[src/rtl/irq_sequencer_pkg.sv]
// Shared constants, FSM encoding and the priority helper for the interrupt sequencer.
// Pure declarations: no latency, no backpressure.
package irq_sequencer_pkg;

   localparam logic [1:0] CFG_ENABLE  = 2'd0;
   localparam logic [1:0] CFG_PENDING = 2'd1;
   localparam logic [1:0] CFG_CAUSE   = 2'd2;
   localparam logic [1:0] CFG_STATUS  = 2'd3;

   localparam int GIE_BIT = 31;

   // Handler entry address the decoder jumps to when irq is accepted.
   localparam logic [31:0] IRQ_VECTOR = 32'h8000_0004;

   typedef enum logic [1:0] {
      IDLE    = 2'd0,
      ARMED   = 2'd1,
      SERVICE = 2'd2
   } state_t;

   // Lowest set index wins; returns 0 when nothing is requested.
   function automatic logic [3:0] prio_sel(input logic [15:0] req);
      logic [3:0] sel;
      sel = 4'd0;
      for (int i = 15; i >= 0; i--) begin
         if (req[i]) sel = 4'(i);
      end
      return sel;
   endfunction

endpackage

[src/rtl/irq_sequencer_if.sv]
// Source lines, config bus, ID-stage qualifiers and IRQ outputs of the sequencer.
// Wiring only: no latency, no backpressure.
interface irq_sequencer_if #(
   parameter int N_SRC = 4
);
   logic [N_SRC-1:0] irq_src;
   logic             cfg_we;
   logic [1:0]       cfg_addr;
   logic [31:0]      cfg_wdata;
   logic [31:0]      cfg_rdata;
   logic             id_valid;
   logic             id_supervised;
   logic             id_jump_hazard;
   logic             id_stall;
   logic             irq;
   logic [3:0]       irq_cause;
   logic             in_service;

   modport master (
      output irq_src, cfg_we, cfg_addr, cfg_wdata,
      output id_valid, id_supervised, id_jump_hazard, id_stall,
      input  cfg_rdata, irq, irq_cause, in_service
   );

   modport slave (
      input  irq_src, cfg_we, cfg_addr, cfg_wdata,
      input  id_valid, id_supervised, id_jump_hazard, id_stall,
      output cfg_rdata, irq, irq_cause, in_service
   );
endinterface

[src/rtl/irq_sequencer_sync_edge.sv]
// Per-source synchroniser chain plus rising-edge detector on the last stage.
// Latency SYNC_STAGES cycles to rise_o; no backpressure (one-cycle pulse).
module irq_sync_edge #(
   parameter int SYNC_STAGES = 2
) (
   input  logic clk,
   input  logic rst_n,
   input  logic src_i,
   output logic rise_o
);
   logic [SYNC_STAGES-1:0] sync_q, sync_d;
   logic                   hist_q, hist_d;

   always_comb begin
      sync_d    = sync_q;
      sync_d[0] = src_i;
      for (int i = 1; i < SYNC_STAGES; i++) begin
         sync_d[i] = sync_q[i-1];
      end
      hist_d = sync_q[SYNC_STAGES-1];
   end

   always_ff @(posedge clk or negedge rst_n) begin
      if (!rst_n) begin
         sync_q <= '0;
         hist_q <= 1'b0;
      end else begin
         sync_q <= sync_d;
         hist_q <= hist_d;
      end
   end

   assign rise_o = sync_q[SYNC_STAGES-1] & ~hist_q;

endmodule

[src/rtl/irq_sequencer.sv]
// Latches edge-detected sources as pending, picks the lowest enabled one and raises irq only
// in a user-mode, valid, unstalled, non-jump ID slot; a stalled or supervised slot simply holds it off.
module irq_sequencer
   import irq_sequencer_pkg::*;
#(
   parameter int N_SRC       = 4,
   parameter int SYNC_STAGES = 2
) (
   input logic            clk,
   input logic            rst_n,
   irq_sequencer_if.slave bus
);
   logic [N_SRC-1:0] rise;

   for (genvar g = 0; g < N_SRC; g++) begin : g_src
      irq_sync_edge #(.SYNC_STAGES(SYNC_STAGES)) u_sync (
         .clk    (clk),
         .rst_n  (rst_n),
         .src_i  (bus.irq_src[g]),
         .rise_o (rise[g])
      );
   end

   state_t           state_q, state_d;
   logic [N_SRC-1:0] pend_q, pend_d;
   logic [N_SRC-1:0] en_q, en_d;
   logic             gie_q, gie_d;
   logic             sup_q, sup_d;
   logic [3:0]       cause_q, cause_d;

   logic [N_SRC-1:0] eligible;
   logic [N_SRC-1:0] sel_oh;
   logic [3:0]       sel;
   logic             adv, safe, take;
   logic             wr_enable, wr_pending;
   logic             unused_wdata;

   assign eligible   = pend_q & en_q & {N_SRC{gie_q}};
   assign sel        = prio_sel(16'(eligible));
   assign adv        = bus.id_valid & ~bus.id_stall;
   assign safe       = adv & ~bus.id_supervised & ~bus.id_jump_hazard;
   assign take       = (state_q == ARMED) && (eligible != '0) && safe;
   assign wr_enable  = bus.cfg_we && (bus.cfg_addr == CFG_ENABLE);
   assign wr_pending = bus.cfg_we && (bus.cfg_addr == CFG_PENDING);
   assign unused_wdata = ^bus.cfg_wdata[GIE_BIT-1:N_SRC];

   always_comb begin
      sel_oh = '0;
      for (int i = 0; i < N_SRC; i++) begin
         if (4'(i) == sel) sel_oh[i] = 1'b1;
      end
   end

   always_comb begin
      state_d = state_q;
      pend_d  = pend_q;
      en_d    = en_q;
      gie_d   = gie_q;
      cause_d = cause_q;
      sup_d   = adv ? bus.id_supervised : sup_q;

      if (wr_enable) begin
         en_d  = bus.cfg_wdata[N_SRC-1:0];
         gie_d = bus.cfg_wdata[GIE_BIT];
      end
      if (wr_pending) pend_d = pend_d & ~bus.cfg_wdata[N_SRC-1:0];

      unique case (state_q)
         IDLE: begin
            if (eligible != '0) state_d = ARMED;
         end
         ARMED: begin
            if (eligible == '0) begin
               state_d = IDLE;
            end else if (take) begin
               pend_d  = pend_d & ~sel_oh;
               cause_d = sel;
               state_d = SERVICE;
            end
         end
         SERVICE: begin
            // Handler is done once the first advancing instruction drops back to user mode.
            if (adv && sup_q && !bus.id_supervised) state_d = IDLE;
         end
         default: state_d = IDLE;
      endcase

      // New edges are applied last so a same-cycle set beats any clear.
      pend_d = pend_d | rise;
   end

   always_ff @(posedge clk or negedge rst_n) begin
      if (!rst_n) begin
         state_q <= IDLE;
         pend_q  <= '0;
         en_q    <= '0;
         gie_q   <= 1'b0;
         sup_q   <= 1'b0;
         cause_q <= 4'd0;
      end else begin
         state_q <= state_d;
         pend_q  <= pend_d;
         en_q    <= en_d;
         gie_q   <= gie_d;
         sup_q   <= sup_d;
         cause_q <= cause_d;
      end
   end

   always_comb begin
      bus.cfg_rdata = '0;
      unique case (bus.cfg_addr)
         CFG_ENABLE: begin
            bus.cfg_rdata[N_SRC-1:0] = en_q;
            bus.cfg_rdata[GIE_BIT]   = gie_q;
         end
         CFG_PENDING: bus.cfg_rdata[N_SRC-1:0] = pend_q;
         CFG_CAUSE:   bus.cfg_rdata[3:0]       = cause_q;
         CFG_STATUS: begin
            bus.cfg_rdata[0] = (state_q == SERVICE);
            bus.cfg_rdata[1] = (state_q == ARMED);
         end
         default: bus.cfg_rdata = '0;
      endcase
   end

   assign bus.irq        = take;
   assign bus.in_service = (state_q == SERVICE);
   assign bus.irq_cause  = (state_q == SERVICE) ? cause_q : sel;

endmodule
[src/flat_wrapper.sv]
// flat-port wrapper written by rule: the top's interface ports become plain ports
module irq_sequencer_flat import irq_sequencer_pkg::*;
#(
   parameter int N_SRC       = 4,
   parameter int SYNC_STAGES = 2
)
  (clk, rst_n, bus_irq_src, bus_cfg_we, bus_cfg_addr, bus_cfg_wdata, bus_id_valid, bus_id_supervised, bus_id_jump_hazard, bus_id_stall, bus_cfg_rdata, bus_irq, bus_irq_cause, bus_in_service);
  irq_sequencer_if #(.N_SRC(N_SRC)) bus_i ();
  input logic clk;
  input logic rst_n;
  input wire logic [$bits(bus_i.irq_src)-1:0] bus_irq_src;
  input wire logic [$bits(bus_i.cfg_we)-1:0] bus_cfg_we;
  input wire logic [$bits(bus_i.cfg_addr)-1:0] bus_cfg_addr;
  input wire logic [$bits(bus_i.cfg_wdata)-1:0] bus_cfg_wdata;
  input wire logic [$bits(bus_i.id_valid)-1:0] bus_id_valid;
  input wire logic [$bits(bus_i.id_supervised)-1:0] bus_id_supervised;
  input wire logic [$bits(bus_i.id_jump_hazard)-1:0] bus_id_jump_hazard;
  input wire logic [$bits(bus_i.id_stall)-1:0] bus_id_stall;
  output wire logic [$bits(bus_i.cfg_rdata)-1:0] bus_cfg_rdata;
  output wire logic [$bits(bus_i.irq)-1:0] bus_irq;
  output wire logic [$bits(bus_i.irq_cause)-1:0] bus_irq_cause;
  output wire logic [$bits(bus_i.in_service)-1:0] bus_in_service;
  assign bus_i.irq_src = bus_irq_src;
  assign bus_i.cfg_we = bus_cfg_we;
  assign bus_i.cfg_addr = bus_cfg_addr;
  assign bus_i.cfg_wdata = bus_cfg_wdata;
  assign bus_i.id_valid = bus_id_valid;
  assign bus_i.id_supervised = bus_id_supervised;
  assign bus_i.id_jump_hazard = bus_id_jump_hazard;
  assign bus_i.id_stall = bus_id_stall;
  assign bus_cfg_rdata = bus_i.cfg_rdata;
  assign bus_irq = bus_i.irq;
  assign bus_irq_cause = bus_i.irq_cause;
  assign bus_in_service = bus_i.in_service;
  irq_sequencer #(.N_SRC(N_SRC), .SYNC_STAGES(SYNC_STAGES)) u_core (.clk(clk), .rst_n(rst_n), .bus(bus_i));
endmodule
[config.mk]
export PLATFORM = sky130hd
export DESIGN_NAME = irq_sequencer_flat
export DESIGN_NICKNAME = d
export VERILOG_FILES = /design/src/rtl/irq_sequencer_pkg.sv /design/src/rtl/irq_sequencer_if.sv /design/src/rtl/irq_sequencer_sync_edge.sv /design/src/rtl/irq_sequencer.sv /design/src/flat_wrapper.sv
export SDC_FILE = /design/constraint.sdc
export NUM_CORES = 1
export LEC_CHECK = 0
export BUFFER_PORTS_ARGS = -buffer_cell sky130_fd_sc_hd__buf_4
export CORE_MARGIN = 2
export CORE_UTILIZATION = 34
export DETAILED_ROUTE_END_ITERATION = 7
export PLACE_DENSITY = 0.65
export SYNTH_ARGS = -nofsm -noshare
export SYNTH_HDL_FRONTEND = slang
export SYNTH_HIERARCHICAL = 1
export SYNTH_SLANG_ARGS = --single-unit
[constraint.sdc]
create_clock -name clk -period 1.8 [get_ports clk]
set_input_delay 0.36 -clock clk [delete_from_list [all_inputs] [get_ports clk]]
set_output_delay 0.36 -clock clk [all_outputs]
set_load 0.01 [all_outputs]
Word-level counts from Yosys, hierarchy flattened
Cells that the tools add are included.
Word-level totals
  bits in registers: 28
  bits of input ports: 45
  output and inout bits: 38
  logic and storage cells: 82
Cells by class
  eq/ne operators: 11
  mux-type cells: 21
  bitwise logic cells: 22
  reductions and logical operators: 14
Operator list (count)
  $mux 4: 8
  $and 4x4->4: 4
  $pmux 2 s3: 2
  $mux 2: 5
  $eq 2x4->1 const A: 2
  $logic_not 4->1: 2
  $not 1->1: 8
  $not 4->4: 2
  $pmux 2 s4: 1
  $and 1x1->1: 7
  $eq 2x2->1 const B: 3
  $logic_and 1x1->1: 6
  $reduce_and 3->1: 2
  $mux 1: 5
  $eq 1x4->1 const A: 1
  $eq 2x1->1 const B: 2
  $logic_not 2->1: 2
  $ne 2x1->1 const B: 2
  $or 4x4->4: 1
  $reduce_bool 4->1: 1
  $ne 3x3->1 const B: 1
  $logic_not 1->1: 1

Depth between registers and ports, before layout
Gate-level depths: netlist of run 1.
  depth in word-level cells: 14
  depth in mapped cells: 5
  depth with buffers taken out: 4

Modules after synthesis
Netlist of run 1, hierarchy kept.
By module, submodules not included
  irq_sequencer: times used 1, cells each 105, area each 1048.5 um2, sequential area each 350.3 um2
  irq_sync_edge: times used 4, cells each 4, area each 88.8 um2, sequential area each 75.1 um2

Least setup slack after synthesis of run 1
Ideal clock, no wire load.
  path kind: register to output
  start point: register u_core.state_q[1]
  end point: output port bus_cfg_rdata[0]
  arrival time: 1.201 ns
  required time: 1.440 ns
  slack: 0.239 ns
  cell stages (with the launch flop): 4
  buffers on the path: 1
  cells stage by stage: dfrtp_1 -> nor2b_1 -> clkbuf_1 -> mux4_2
On the way
  cells in the longest elaborated chain, start to end: 2
RTL lines
  start: declaration: RTL line irq_sequencer.sv:24  | state_t state_q, state_d;
  start signal: assignment: RTL line irq_sequencer.sv:101  | state_q <= state_d;
  $eq 2x2->1
  via bus_in_service: RTL line flat_wrapper.sv:22  | output wire logic [$bits(bus_i.in_service)-1:0] bus_in_service;
  $pmux 2 s4: RTL line irq_sequencer.sv:112  | unique case (bus.cfg_addr)
  end: declaration: RTL line flat_wrapper.sv:19  | output wire logic [$bits(bus_i.cfg_rdata)-1:0] bus_cfg_rdata;
The timed path passes the listed nets, and every way through them passes these cells.

Final worst setup path of run 1
  start point: register u_core.state_q[0]
  end point: output port bus_cfg_rdata[1]
On the way
  cells in the longest elaborated chain, start to end: 2
RTL lines
  $eq 2x1->1: RTL line irq_sequencer.sv:121  | bus.cfg_rdata[1] = (state_q == ARMED);
  $pmux 2 s4: RTL line irq_sequencer.sv:112
Every way passes these cells.

==> summary.txt, run 1 <==
Floorplanning
  • Die area: 4659 µm²
  • Num ports: 83
  • Die height: 68.26 µm
  • Die width: 68.26 µm
  • Core Rows: 23
  • Initial core utilization: 35.10%
  • CORE AREA: 4000 µm²

Drt
  • DRT iter0 DRCs: 25
  • Detailed Route WL: 2.488 mm
  • TritonRoute pass-1 iters: 3
  • WL per Instance: 12.26 µm
  • DRC viols: 0
  • Routed vias/inst: 4.374
  • Final ANT Viol Nets: 0
  • Vias: 888

Hold path
  • Min-Delay Endpoint: u_core/g_src[0].u_sync/sync_q[0]
  • HP Start: bus_irq_src[0]
  • Hold Path Class: in -> reg
  • Hold path depth: 1

Placement
  • Port Buf Inserts: 26
  • Placed insts: 194
  • GPL Wtd Cong: 0.7681
  • Detailed Place HPWL: 1.930 mm

Worst setup path
  • Crit Reg-Reg Startpoint: u_core/state_q[0]
  • Crit path kind: reg -> out
  • Crit. End Element: output port
  • End of the worst register-to-register path: u_core/cause_q[0]
  • Req. time, crit path: 1.44 ns
  • CP Launch Type: flip-flop
  • Reg-to-reg setup timing slack: 0.35 ns
  • Critical Path AT: 1.46 ns
  • CP Max Fanout: 4
  • Worst reg2reg path depth: 4

Logic synthesis
  • Top-area cell type share of the netlist area: 46.35%
  • Most common cell in the netlist: buf_4
  • Synth top area cells: dfrtp_1, buf_4, nor2b_4, mux2_1, mux4_2
  • Top cells by count, synth: buf_4, dfrtp_1, nand2_1, mux2_1, nor2b_4
  • Synth warnings: 6
  • Register area share after synthesis: 46.35%
  • Ys async rst share: 100.0%
  • Synthesized flop and latch total: 26
  • EDFF count, synth: 0
  • Prevailing post-synth register cell: dfrtp_1
  • Synth area leader: dfrtp_1
  • Mapped Cells: 121
  • Syn_area_per_cell: 11.60 µm²
  • Yosys cell types: 34
  • Cell Area, Synth: 1404 µm²

Clocking
  • Maximum root-to-sink buffer count: 2
  • Clk root buf: clkbuf_8
  • Clock Latency Late Sink: 0.27 ns
  • H-tree levels: 1
  • Sink Count: 26
  • Reg clk slew, reported paths: 0.08 ns
  • CTS tree: yes
  • Num CTS Buffers: 3

Timing
  • Hold Fails Final Rpt: 0
  • Setup violators final: 2
  • RSZ-0062 raised after global routing: yes
  • Fin crit period: 1.821 ns
  • Final clock skew: 0.001112 ns
  • Setup WS post-layout: -0.02074 ns
  • Tcrit/Tclk final: 101.2%
  • Hold slack: 0.1890 ns
  • Setup_tns: -0.03972 ns
  • Fmax: 549.2 MHz
  • Slew Limit Fails: 0

Final layout
  • Share of layout cells above drive strength 1: 39.22%
  • Layout fillers: 385
  • FF+latch area: 653.1 µm²
  • Layout area overhead: 20.68%
  • # diodes: 0
  • Non-filler cells in the finished layout: 203
  • Nets: 199
  • Footprint of the multi-input gates: 665.6 µm²
  • Fin util: 42.35%

Power and ir drop
  • Overall power: 1440 µW
  • Worst IR drop on VDD: 539.7 µV
  • Pwr Density: 849.8 nW/µm²
  • Leak Pwr: 0.0007996 µW

Global routing
  • Vias in the first global route: 856
  • GRT Util Overall: 12.09%
  • Antenna violations before repair: 0
  • Pin count of the biggest net entering global routing: 27
  • Wire length of the first global-routing pass: 3.981 mm
  • Grt total ovfl: 0

Job
  • MaxCap Viol Count: 0

Run status
  • Status: complete, but fails checks
  • Failing checks: setup timing
[cells in the final DEF, fill, tap and decap left out, types with 2 or more instances in the layout]
cell,count
mux4_2,2
clkbuf_8,4
a31o_1,2
nand2_1,7
nand3_1,3
mux2_1,5
nand2_2,4
buf_6,3
nor2b_4,6
inv_1,3
dfrtp_2,2
dfrtp_1,24
buf_4,27
nor3_1,2
conb_1,29
a21oi_1,2
nor2_1,4
mux2i_1,2
nor3b_4,2
[what timing repair did]
item | in CTS | in global routing
hold buffers | 1 | 0
resized for setup | 8 | 8
endpoints found under the hold margin | 26 | 0
pin swaps | 1 | 2
setup buffers | 2 | 2
endpoints found under the setup margin | 4 | 5
[how the worst max path moves through the flow]
stage                            from          endpoint  cells past startpoint
finish              u_core/state_q[0]  bus_cfg_rdata[1]                      3
global route        u_core/state_q[1]  bus_cfg_rdata[0]                      3
CTS                 u_core/state_q[1]  bus_cfg_rdata[0]                      3
detailed placement  u_core/state_q[1]  bus_irq_cause[0]                      3
global placement    u_core/state_q[1]  bus_irq_cause[0]                      3
floorplan           u_core/state_q[1]  bus_cfg_rdata[0]                      3
[power by group]
part	total (µW)	internal [µW]	switching [µW]
clock	372	196	176
sequential	720	650	70.4
combinational	348	181	167
[flip-flops by register name (all words and copies together), names as in the netlist]
signal / flops
u_core/g_src.u_sync/sync_q: 8
u_core/state_q: 2
u_core/cause_q: 2
u_core/sup_q: 1
u_core/gie_q: 1
u_core/pend_q: 4
u_core/g_src.u_sync/hist_q: 4
u_core/en_q: 4
[worst max-delay path, stage by stage (launching register included)]
cell	delay, ns
dfrtp_1	0.43
nor2b_1	0.15
mux4_2	0.47
buf_6	0.14
[layer usage]
metal / wire [µm] / track usage [%] / vias up / part of all wire (%)
li1: - / - / 416 / -
met3: 150 / 2.467 / 5 / 6.0
met1: 1022 / 14.39 / 425 / 41
met2: 1248 / 19.90 / 42 / 50
met4: 65 / 7.500 / 0 / 2.6
met5: 0 / 0 / - / 0
[layout make-up]
cell class,instances,area share (%)
inverter,3,0.6647
sequential,26,38.55
tap,50,3.693
multi-input combinational,89,39.29
clock buffer,4,3.250
timing repair buffer,31,14.55
[cell families after synthesis]
| family | synth area share, % |
|---|---|
| other | 0.2671 |
| multiplexers | 10.52 |
| AO/OA/AOI/OAI | 8.289 |
| AND/OR/NAND/NOR | 17.65 |
| flip-flops | 46.35 |
| buffers and inverters | 16.93 |
[metrics by stage]
stage / instance area (µm²) / setup slack (ns)
CTS: 1653 / -0.03473
floorplan: 1509 / 0.2392
finish: 1694 / -0.02074
detailed placement: 1540 / 0.1481
global placement: 1540 / 0.1642
global route: 1694 / -0.08992
Note: power is estimated with default switching activity, not from simulation.
==> run 2, diff against run 1 <==
--- a/config.mk
+++ b/config.mk
@@ -6,6 +6,7 @@
 export NUM_CORES = 1
 export LEC_CHECK = 0
 export BUFFER_PORTS_ARGS = -buffer_cell sky130_fd_sc_hd__buf_4
+export CORE_ASPECT_RATIO = 1.2
 export CORE_MARGIN = 2
 export CORE_UTILIZATION = 34
 export DETAILED_ROUTE_END_ITERATION = 7
==> constraint.sdc (replaced) <==
create_clock -name clk -period 1.94 [get_ports clk]
set_input_delay 0.388 -clock clk [delete_from_list [all_inputs] [get_ports clk]]
set_output_delay 0.388 -clock clk [all_outputs]
set_load 0.01 [all_outputs]
==> summary.txt, run 2 (synthesized netlist as in run 1, its figures left out) <==
Run status
  • Status: finished clean

Timing
  • Tcrit/Tclk final: 97.42%
  • Hold Fails Final Rpt: 0
  • Fin crit period: 1.890 ns
  • Setup_tns: 0 ns
  • Setup violators final: 0
  • Hold slack: 0.01748 ns
  • Fmax: 529.1 MHz
  • Final clock skew: 0.002359 ns
  • Slew Limit Fails: 0
  • RSZ-0062 raised after global routing: no

Final layout
  • Number of flip-flops in the largest register: 8
  • Non-filler cells in the finished layout: 202
  • Most common cell after layout, fill and taps aside: conb_1
  • Commonest cells after routing, fill and taps aside: conb_1, buf_4, dfrtp_1, nand2_1, nor2b_4
  • Nets: 194
  • Layout fillers: 385
  • Post-route cell area: 1630 µm²
  • Share of layout cells above drive strength 1: 32.43%
  • # diodes: 0
  • Most flop-heavy register: u_core/g_src.u_sync/sync_q
  • Layout area overhead: 16.13%

Global routing
  • Antenna violations before repair: 0
  • Vias in the first global route: 847
  • Grt total ovfl: 0
  • Pin count of the biggest net entering global routing: 27
  • Wire length of the first global-routing pass: 3.719 mm
  • GRT Util Overall: 10.18%

Floorplanning
  • Core Rows: 25
  • Die area: 4661 µm²
  • Die height: 74.39 µm
  • Initial core utilization: 35.62%
  • Die width: 62.66 µm
  • Num ports: 83
  • CORE AREA: 3941 µm²

Placement
  • Port Buf Inserts: 26
  • Post-DP Area: 1545 µm²
  • Placed insts: 198
  • GPL Wtd Cong: 0.8373
  • Detailed Place HPWL: 1.887 mm

Hold path
  • Hold Path Class: in -> async

Clocking
  • H-tree levels: 1
  • CTS Hold Bufs: 0
  • Reg clk slew, reported paths: 0.08 ns
  • Maximum root-to-sink buffer count: 2
  • Clk root buf: clkbuf_8
  • Sink Count: 26
  • CTS tree: yes
  • Clock Latency Late Sink: 0.26 ns
  • Num CTS Buffers: 3

Power and ir drop
  • Register share of total power: 50.6%
  • Clk pwr share: 26.0%
  • Leak Pwr: 0.0007743 µW
  • Worst IR drop on VDD: 457.0 µV
  • Power Internal: 930.4 µW
  • Pwr Density: 796.9 nW/µm²
  • Sw Ratio: 28.39%
  • Switching Power: 368.8 µW
  • Logic pwr share: 23.4%

Job
  • MaxCap Viol Count: 0

Worst setup path
  • Critical Path AT: 1.50 ns
  • Crit. End Element: output port
  • CP Launch Type: flip-flop
  • Crit Reg-Reg Startpoint: u_core/state_q[1]
  • CP Max Fanout: 4
  • Req. time, crit path: 1.55 ns
  • Crit path kind: reg -> out
  • Reg-to-reg setup timing slack: 0.45 ns
  • End of the worst register-to-register path: u_core/cause_q[0]
  • Worst reg2reg path depth: 4

Drt
  • Vias: 883
  • TritonRoute pass-1 iters: 4
  • Routed vias/inst: 4.371
  • DRT iter0 DRCs: 15
  • DRC viols: 0
  • Final ANT Viol Nets: 0
  • Detailed Route WL: 2.459 mm
  • WL per Instance: 12.17 µm
## run 2: changes by cell type in the layout (fill, tap and decap cells not counted), moves of 2 or more
cell and delta:
nand2_1 +4, dfrtp_2 -2, nand2_2 -4, dfrtp_1 +2
buf_6 -3
## run 2: metrics by stage
step	worst slack, ns	power (µW)	utilization, %
after floorplan	0.3512	880.6	-
after global placement	0.2414	939.6	39.21
after detailed placement	0.2397	949.5	39.21
after CTS	0.02251	1292	40.86
after global routing	0.003930	1364	41.37
final	0.05001	1299	41.37
## run 2: routing by layer
metal / up-vias / share of wire, % / GRT usage (%)
met4: 0 / 0.85 / 3.457
li1: 405 / - / -
met5: - / 0 / 0
met3: 2 / 9.1 / 2.723
met2: 55 / 49 / 17.68
met1: 421 / 41 / 12.46
## run 2: final cells by class
| type | count | area, µm² | area share [%] |
|---|---|---|---|
| Sequential cell | 26 | 650.6 | 39.91 |
| Inverter | 3 | 11.26 | 0.6907 |
| Tap cell | 54 | 67.56 | 4.144 |
| Clock buffer | 4 | 55.05 | 3.377 |
| Multi-Input combinational cell | 89 | 650.6 | 39.91 |
| Timing Repair Buffer | 26 | 195.2 | 11.97 |
## run 2: power by group through the flow
stage / clock network, µW / logic, µW / registers (µW)
finish: 338 / 304 / 658
global route: 372 / 326 / 666
CTS: 348 / 290 / 654
detailed placement: 0 / 285 / 664
global placement: 0 / 280 / 660
floorplan: 0 / 230 / 650
## run 2: worst max-delay path by stage
stage,from,end,slack (ns),cells past startpoint
floorplan,u_core/state_q[1],bus_cfg_rdata[0],0.35,3
global placement,u_core/state_q[1],bus_irq_cause[0],0.24,3
detailed placement,bus_id_stall,bus_irq,0.24,5
CTS,u_core/state_q[1],bus_cfg_rdata[0],0.02,3
global route,u_core/state_q[0],bus_cfg_rdata[1],0.004,3
finish,u_core/en_q[1],bus_irq_cause[1],0.05,4
## run 2: what timing repair did
action | 4_1_cts | 5_1_grt
buffers inserted | 0 | 0
endpoints found under the setup margin | 2 | 3
hold endpoints to repair | 0 | 0
gates cloned | 0 | 0
gates resized for setup | 2 | 3
pin swaps | 0 | 0
## run 2: worst max-delay path: stages (launching register included)
cell and delay [ns]:
dfrtp_1 0.41, nand2_1 0.16, nand2_1 0.13, o41ai_4 0.35, buf_4 0.19
==> run 3, diff against run 2 <==
--- a/config.mk
+++ b/config.mk
@@ -7,7 +7,6 @@
 export LEC_CHECK = 0
 export BUFFER_PORTS_ARGS = -buffer_cell sky130_fd_sc_hd__buf_4
 export CORE_ASPECT_RATIO = 1.2
-export CORE_MARGIN = 2
 export CORE_UTILIZATION = 34
 export DETAILED_ROUTE_END_ITERATION = 7
 export PLACE_DENSITY = 0.65
==> summary.txt, run 3 (synthesized netlist as in run 1, its figures left out) <==
Clocking
  • CTS tree: yes
  • Clk root buf: clkbuf_8
  • Reg clk slew, reported paths: 0.08 ns
  • Clock Latency Late Sink: 0.26 ns
  • H-tree levels: 1
  • Num CTS Buffers: 3
  • Sink Count: 26
  • Maximum root-to-sink buffer count: 2
  • CTS Hold Bufs: 0

Timing
  • Slew Limit Fails: 0
  • Setup violators final: 0
  • Fmax: 533.8 MHz
  • Hold Fails Final Rpt: 0
  • Fin crit period: 1.873 ns
  • Tcrit/Tclk final: 96.57%
  • RSZ-0062 raised after global routing: yes
  • Setup WS post-layout: 0.06657 ns
  • Hold slack: 0.01506 ns
  • Final clock skew: 0.002063 ns

Worst setup path
  • CP Launch Type: flip-flop
  • Worst setup path start: u_core/state_q[0]
  • CP Max Fanout: 4
  • Worst reg2reg path depth: 4
  • Critical Path AT: 1.49 ns
  • Crit. End Element: output port
  • Reg-to-reg setup timing slack: 0.49 ns
  • Req. time, crit path: 1.55 ns
  • Crit Reg-Reg Startpoint: u_core/state_q[0]
  • End of the worst register-to-register path: u_core/cause_q[0]
  • Crit path kind: reg -> out

Drt
  • Metal3 WL: 216 µm
  • Met2 Routed Length: 1.091 mm
  • Detailed Route WL: 2.328 mm
  • Vias: 889
  • WL per Instance: 11.47 µm
  • Routed vias/inst: 4.379
  • TritonRoute pass-1 iters: 4
  • DRT iter0 DRCs: 15
  • DRC viols: 0
  • Met1 Routed Length: 967 µm
  • Highest metal layer with signal wires: met4
  • Final ANT Viol Nets: 0

Floorplanning
  • Core Rows: 25
  • Die height: 72.39 µm
  • Die area: 4391 µm²
  • Die width: 60.66 µm
  • CORE AREA: 3941 µm²
  • Num ports: 83
  • Initial core utilization: 35.62%

Job
  • MaxCap Viol Count: 0

Final layout
  • Post-route cell area: 1627 µm²
  • Most common cell after layout, fill and taps aside: conb_1
  • # diodes: 0
  • Share of layout cells above drive strength 1: 32.89%
  • Non-filler cells in the finished layout: 203
  • Layout fillers: 391
  • Commonest cells after routing, fill and taps aside: conb_1, buf_4, dfrtp_1, nand2_1, nor2b_4
  • Most flop-heavy register: u_core/g_src.u_sync/sync_q
  • Nets: 195
  • Layout area overhead: 15.86%
  • Number of flip-flops in the largest register: 8

Power and ir drop
  • Worst IR drop on VDD: 446.1 µV
  • Leak Pwr: 0.0007724 µW
  • Overall power: 1284 µW
  • Pwr Density: 789.2 nW/µm²

Placement
  • Placed insts: 198
  • Detailed Place HPWL: 1.837 mm
  • Place WS: 0.2441 ns
  • Port Buf Inserts: 26
  • GPL Wtd Cong: 0.8368
  • Post-DP Area: 1545 µm²

Global routing
  • Wire length of the first global-routing pass: 3.850 mm
  • Grt total ovfl: 0
  • GRT Util Overall: 11.88%
  • Vias in the first global route: 886
  • Pin count of the biggest net entering global routing: 27
  • Antenna violations before repair: 0

Run status
  • Status: finished clean

Hold path
  • Hold Path Class: in -> async
==> run 3: cell types whose count changed in the layout (fill, tap and decap cells not counted), sizes merged <==
cell	change
buf	+1
==> run 3: area by class of cell <==
| type | count | area [µm²] | area share [%] |
|---|---|---|---|
| clock buffers | 4 | 55.05 | 3.385 |
| inverters | 3 | 11.26 | 0.6923 |
| multi-input cells | 89 | 639.4 | 39.31 |
| flip-flops and latches | 26 | 650.6 | 40.00 |
| well taps | 54 | 67.56 | 4.154 |
| repair buffers | 27 | 202.7 | 12.46 |
==> run 3: worst max-delay path by stage <==
stage | to | slack (ns) | cells after the start
5_1_grt | bus_irq | -0.003 | 4
2_1_floorplan | bus_cfg_rdata[0] | 0.35 | 3
6_report | bus_cfg_rdata[1] | 0.07 | 3
3_5_place_dp | bus_irq | 0.24 | 5
4_1_cts | bus_cfg_rdata[0] | 0.02 | 3
3_3_place_gp | bus_irq_cause[0] | 0.25 | 3
==> run 3: critical path, stage by stage (launching register included) <==
cell	delay, ns
dfrtp_1	0.43
nor2b_1	0.16
mux4_2	0.47
buf_4	0.16
==> run 3: per-stage QoR <==
step | setup TNS [ns] | util (%)
2_1_floorplan | 0 | -
3_3_place_gp | 0 | 39.21
3_5_place_dp | 0 | 39.21
4_1_cts | 0 | 40.67
5_1_grt | -0.002858 | 41.27
6_report | 0 | 41.27
==> run 3: report_power, final <==
group / switching (µW) / leakage (µW) / internal, µW
registers: 56.9 / 0.000301 / 601
clock network: 153 / 0.0000288 / 181
logic: 146 / 0.000442 / 146
total: 356 / 0.000772 / 928
==> run 3: repair_timing <==
item	in CTS	in global routing
buffers inserted	0	1
gates cloned	0	0
setup endpoints to repair	1	3
resized for setup	1	3
==> run 3: routing by layer <==
layer / vias to the layer above / track usage, %
li1: 412 / -
met1: 412 / 15.14
met2: 58 / 19.05
met3: 7 / 2.317
met4: 0 / 5.808
met5: - / 0
